[config.mk]
export PLATFORM = sky130hd
export DESIGN_NAME = alu_flat
export DESIGN_NICKNAME = d
export VERILOG_FILES = /design/src/rtl/alu_if.sv /design/src/rtl/alu.sv /design/src/flat_wrapper.sv
export SDC_FILE = /design/constraint.sdc
export NUM_CORES = 1
export LEC_CHECK = 0
export ABC_AREA = 1
export BUFFER_PORTS_ARGS = -buffer_cell sky130_fd_sc_hd__buf_2
export CORE_MARGIN = 4
export CORE_UTILIZATION = 40
export DETAILED_ROUTE_END_ITERATION = 10
export PLACE_DENSITY = 0.69
export SYNTH_ARGS = -nofsm -noshare
export SYNTH_HDL_FRONTEND = slang
export SYNTH_SLANG_ARGS = --single-unit
[constraint.sdc]
create_clock -name clk -period 4.1 [get_ports clk]
set_input_delay 0.82 -clock clk [delete_from_list [all_inputs] [get_ports clk]]
set_output_delay 0.82 -clock clk [all_outputs]
set_load 0.01 [all_outputs]
[src/rtl/alu_if.sv]
// alu_if: operand/op inputs and result/zero outputs of the ALU
interface alu_if #(parameter int WIDTH = 32);
    logic [WIDTH-1:0] data1;
    logic [WIDTH-1:0] data2;
    logic [2:0]       op;
    logic [WIDTH-1:0] result;
    logic             zero;
    modport master (output data1, data2, op, input result, zero);
    modport slave (input data1, data2, op, output result, zero);
endinterface

[src/rtl/alu.sv]
// alu: single-cycle MIPS ALU with a registered reset-hold that forces result=0, zero=1
module alu #(parameter int WIDTH = 32) (
    input logic  clk,
    input logic  reset,
    alu_if.slave bus
);
    logic             rst_q;
    logic [WIDTH-1:0] r;
    always_ff @(posedge clk) rst_q <= reset;
    // full-width shift amount: data2 >= WIDTH shifts everything out
    always_comb begin
        r = rst_q              ? '0 :
            bus.op == 3'b000   ? bus.data1 & bus.data2 :
            bus.op == 3'b001   ? bus.data1 | bus.data2 :
            bus.op == 3'b010   ? bus.data1 + bus.data2 :
            bus.op == 3'b110   ? bus.data1 - bus.data2 :
            bus.op == 3'b111   ? bus.data1 << bus.data2 :
                                 '0;
    end
    assign bus.result = r;
    assign bus.zero   = ~|r;
endmodule

[src/flat_wrapper.sv]
// flat-port wrapper written by rule: the top's interface ports become plain ports
module alu_flat 
#(parameter int WIDTH = 32)
  (clk, reset, bus_data1, bus_data2, bus_op, bus_result, bus_zero);
  alu_if #(.WIDTH(WIDTH)) bus_i ();
  input logic clk;
  input logic reset;
  input wire logic [$bits(bus_i.data1)-1:0] bus_data1;
  input wire logic [$bits(bus_i.data2)-1:0] bus_data2;
  input wire logic [$bits(bus_i.op)-1:0] bus_op;
  output wire logic [$bits(bus_i.result)-1:0] bus_result;
  output wire logic [$bits(bus_i.zero)-1:0] bus_zero;
  assign bus_i.data1 = bus_data1;
  assign bus_i.data2 = bus_data2;
  assign bus_i.op = bus_op;
  assign bus_result = bus_i.result;
  assign bus_zero = bus_i.zero;
  alu #(.WIDTH(WIDTH)) u_core (.clk(clk), .reset(reset), .bus(bus_i));
endmodule
After elaboration in Yosys (flattened, before gate mapping)
Cells that the tools add are included.
{"block": "totals", "latch_bits": 0, "rom_bits": 0, "ramBits": 0, "reg_bits": 1, "out_inout_bits": 33, "in_bits": 69, "memories": 0}
{"block": "op_classes", "muxes": 6, "shift": 1, "div": 0, "eq_ne": 4, "n_lt_le_gt_ge": 0, "bitwise_logic": 2, "n_mul": 0, "n_addsub": 2, "reduce_logical": 3}
{"cell": "32-bit two-way mux", "count": 6}
{"cell": "32-bit adder", "count": 1}
{"cell": "32-bit bitwise AND", "count": 1}
{"cell": "32-bit OR", "count": 1}
{"cell": "32-bit OR reduction", "count": 1}
{"cell": "32-bit by 32-bit << shifter with 32-bit output", "count": 1}
{"cell": "32-bit subtractor", "count": 1}
{"cell": "3-bit equality test, second input constant", "count": 2}
{"cell": "3-bit by 1-bit equality test with 1-bit output, second input constant", "count": 1}
{"cell": "3-bit by 2-bit equality test with 1-bit output, second input constant", "count": 1}
{"cell": "3-bit logical NOT", "count": 1}
{"cell": "1-bit logical NOT", "count": 1}

Longest topological paths before layout
{"block": "depth", "depth_word": 9, "mapped_depth": 29, "mapped_depth_nobuf": 26}

Least setup slack after synthesis
OpenSTA, ideal clock, no wires.
{"block": "synth_path", "path_kind": "in2out", "startpoint": "input bus_data2[2]", "endpoint": "output bus_zero", "required_time_ns": 3.280, "slack_ns": -0.282, "stages": 26, "arrival_ns": 3.562, "path_cell_list": "clkbuf_1 -> inv_1 -> clkbuf_1 -> ha_1 -> buf_6 -> or2_0 -> o21ai_2 -> nand2_2 -> nand2_2 -> nand3_2 -> nand2_2 -> nand2_1 -> nand2_2 -> nand2_1 -> nand2_1 -> nand2_1 -> nand2_1 -> o21ai_1 -> nor2_1 -> nand2_1 -> a21oi_1 -> a21oi_1 -> nand2_1 -> nor2_1 -> nand2_1 -> nor2_2"}
{"block": "synth_between", "elab_chain_cells": 9, "word_cells_on_any_way": 13, "classes_between": "add/sub: 2; shift: 1; mux: 6; bitwise: 2; reduce/logical: 2"}
{"item": "start, declared", "line": "flat_wrapper.sv:9", "source": "input wire logic [$bits(bus_i.data2)-1:0] bus_data2;"}
{"item": "parallel branches: the longest is 3 deep, another holds 32-bit subtractor"}
{"item": "32-bit two-way mux (*)", "line": "alu.sv:15", "source": "bus.op == 3'b010 ? bus.data1 + bus.data2 :"}
{"item": "32-bit two-way mux (*)", "line": "alu.sv:14", "source": "bus.op == 3'b001 ? bus.data1 | bus.data2 :"}
{"item": "32-bit two-way mux (*)", "line": "alu.sv:13", "source": "bus.op == 3'b000 ? bus.data1 & bus.data2 :"}
{"item": "32-bit two-way mux (*)", "line": "alu.sv:12", "source": "r = rst_q ? '0 :"}
{"item": "named net bus_result[21]", "line": "flat_wrapper.sv:11", "source": "output wire logic [$bits(bus_i.result)-1:0] bus_result;"}
{"item": "32-bit OR reduction (*)", "line": "alu.sv:21", "source": "assign bus.zero = ~|r;"}
{"item": "1-bit logical NOT (*)", "line": "alu.sv:21"}
{"item": "end, declared", "line": "flat_wrapper.sv:12", "source": "output wire logic [$bits(bus_i.zero)-1:0] bus_zero;"}
Mark *: on every way through the listed nets, which the timed path passes.

Final worst setup path
{"block": "layout_path", "startpoint": "input bus_data2[18]", "endpoint": "output bus_zero"}
{"block": "layout_between", "elab_chain_cells": 9, "word_cells_on_any_way": 13, "classes_between": "add/sub: 2; shift: 1; mux: 6; bitwise: 2; reduce/logical: 2"}
{"item": "parallel branches: the longest is 5 deep, another holds 32-bit subtractor"}
{"item": "32-bit two-way mux (*)", "line": "alu.sv:13"}
{"item": "32-bit two-way mux (*)", "line": "alu.sv:12"}
{"item": "32-bit OR reduction (*)", "line": "alu.sv:21"}
{"item": "1-bit logical NOT (*)", "line": "alu.sv:21"}
Every way passes the cells marked *.

==> run summary <==
Slew @ Worst Pin = 0.828 ns
Adder-Cell Fraction of Synth Area = 15.4%
Leakage = 7.23 nW
Yosys Warn Count = 0
Power per Cell Area = 133 nW/um^2
DRC errors left = 0
Most frequent cells in the layout = buf_4 (412), nand2_1 (393), inv_1 (184), nand3_1 (146), nor2_1 (136)
Power Total = 0.00177 W
Biggest regs = u_core.rst_q: 1 flops
Antenna diodes = 0
GRT overflow = 0
Mux contribution to synthesized area = 0%
Die Area = 22300 sq um
Unrepaired setup endpoints after global routing = yes
Vias in the first global route = 11900
Fin worst setup slack = -0.362 ns
Synthesized Nets = 1775
Crit Path Max Fanout = 7
Setup violators final = 26
DPL Wire Length = 35.1 mm
Setup TNS Final = -2.74 ns
Max FFs per register = 1
Finished Layout Cells = 2331
Share of layout cells above drive strength 1 = 41.9%
Initial Util = 40.9%
Gate Count Post-Synth = 1609
Global-route wire length before repair = 64.9 mm
Fin. Hold Viols = 0
Average cell area after synthesis = 4.96 sq um
Critical Path AT = 3.64 ns
Synth Area in Compound Gates = 20.6%
Io pins = 102
Worst setup SP type = primary input
Synth cell types = 45
Vias per inst = 5.45
Routed wire length = 43.7 mm
Failing checks = setup timing
Vias post-DR = 12700
Fin util = 68.4%
DR WL/cell = 18.8 um
Max_slew headroom = 44.6%
CP Class = in -> out
Critical path required time = 3.28 ns
Fmax = 0.224 GHz
Iter 0 DRT Violations = 1067
Register area share after synthesis = 0.251%
Largest net degree at the start of global routing = 48
Die Y = 149 um
Max Cap Viol = 0
Tcrit/Tclk final = 109%
Synth Area in XOR/XNOR = 1.98%
Total track usage = 36.9%
Nets = 2234
Placed Cells = 2290
Clk slew on worst S/H paths = 0 ns
Fin. max-slew vios = 0
RD Place Congestion = 1.05
Fill cell count = 1821
Area taken by multi-input logic gates = 8120 sq um
Most common cell after layout, fill and taps aside = buf_4
Core ar. = 19500 sq um
Largest family of logic cells by synthesized area = simple AND/OR/NAND/NOR gates
Post-DRT Antenna Nets = 0
CP endpoint kind = output port
HP Class = in -> reg
Register Area = 20.0 sq um
Run status = finished with violations
Synth Register Bits = 1
Die boundary width = 149 um
Final min period = 4.46 ns
Simple-gate share of the synthesized area = 47.0%
Initial antenna violation count = 1
Top reg by flops = u_core.rst_q
Syn-to-layout area delta = 67.4%
Syn Std Cell Area = 7980 sq um
IO buf count = 101
Row cnt = 51
DRT Pass-1 Iters = 6
Worst IR Drop VDD = 103 uV
-- per-stage QoR --
stage	instance area [sq um]	hold slack [ns]	worst slack [ns]
after global placement	11500	0.922	-0.764
after global routing	13400	0.941	-0.513
after CTS	12400	0.938	-0.322
after detailed placement	11500	0.937	-0.815
final	13400	0.939	-0.362
after floorplan	8030	0.848	0.0177
-- what timing repair did --
item                                   4_1_cts  5_1_grt
gates cloned                                 1        0
setup endpoints to repair                   33       33
resized for setup                          187      249
hold buffers                                 0        0
setup buffers                               26       22
endpoints found under the hold margin        0        0
pin swaps                                   74      107
-- critical path, stage by stage --
cell and delay [ns]:
buf_6 0.10, buf_6 0.11, nor2_4 0.09, nand2_2 0.06, nor2_4 0.17, nand2_2 0.10
nor2_4 0.19, buf_6 0.15, buf_8 0.13, nand2_4 0.05, nand2_2 0.07, buf_4 0.10
nand3_2 0.09, o21ai_1 0.27, nand3_1 0.15, nand2_1 0.17, nand3_1 0.11, a21oi_1 0.15
nand2_1 0.08, nand2_1 0.07, inv_1 0.04, nand2_1 0.07, nor2_2 0.06, nand2_1 0.10
nor2_2 0.03, buf_2 0.13
-- cell type report --
type                       instances  area share (%)
sequential                         1           0.150
tap                              265            2.48
multi-input combinational       1310            60.8
inverter                         218            6.22
timing repair buffer             537            30.4
-- cells by family after synthesis --
kind of cell / count (synthesis)
AO/OA/AOI/OAI: 296
adder cells (fa/ha/maj): 97
XOR/XNOR: 18
buffers and inverters: 298
AND/OR/NAND/NOR: 899
flip-flops: 1
-- synth_stat cells (all sizes together) --
| cell | number | share of area (%) |
|---|---|---|
| o21bai | 9 | 0.85 |
| a31oi | 3 | 0.24 |
| nor3 | 13 | 0.82 |
| a221oi | 3 | 0.33 |
| o21ai | 113 | 7.3 |
| xnor2 | 3 | 0.33 |
| nor3b | 1 | 0.094 |
| dfxtp | 1 | 0.25 |
| inv | 214 | 10 |
| nor2 | 174 | 8.3 |
| nand3 | 195 | 12 |
| a21oi | 132 | 8.4 |
| o2111ai | 2 | 0.22 |
| and2 | 1 | 0.078 |
| o22ai | 2 | 0.16 |
| fa | 2 | 0.50 |
| a21boi | 2 | 0.19 |
| o21a | 3 | 0.28 |
| nand2 | 487 | 23 |
| nand4 | 13 | 1.0 |
| a21o | 7 | 0.66 |
| buf | 46 | 2.9 |
| clkbuf | 34 | 1.6 |
| xor2 | 15 | 1.6 |
| nor4 | 2 | 0.16 |
| or2 | 6 | 0.47 |
| a22oi | 1 | 0.094 |
| o211ai | 13 | 1.2 |
| o221ai | 6 | 0.66 |
| nand3b | 7 | 0.66 |
| ha | 95 | 15 |
| clkinv | 4 | 0.19 |
-- report_power, final --
part,internal (W),switching [W]
sequential,0.0000105,0.000000175
combinational,0.000775,0.000988
clock,0,0
total,0.000786,0.000989
-- path summary, 6_finish.rpt --
| check | start | to | slack [ns] | cells after the start |
|---|---|---|---|---|
| worst max-delay path | bus_data2[18] | bus_zero | -0.36 | 26 |
| worst min-delay path | reset | u_core.rst_q | 0.94 | 1 |
-- layer usage --
layer | track usage, % | wire length (um)
met3 | 3.16 | 3290
met5 | 0 | 13
met2 | 63.2 | 20400
met1 | 46.9 | 17300
met4 | 16.8 | 2740
Power figures use the tool's default switching activity.
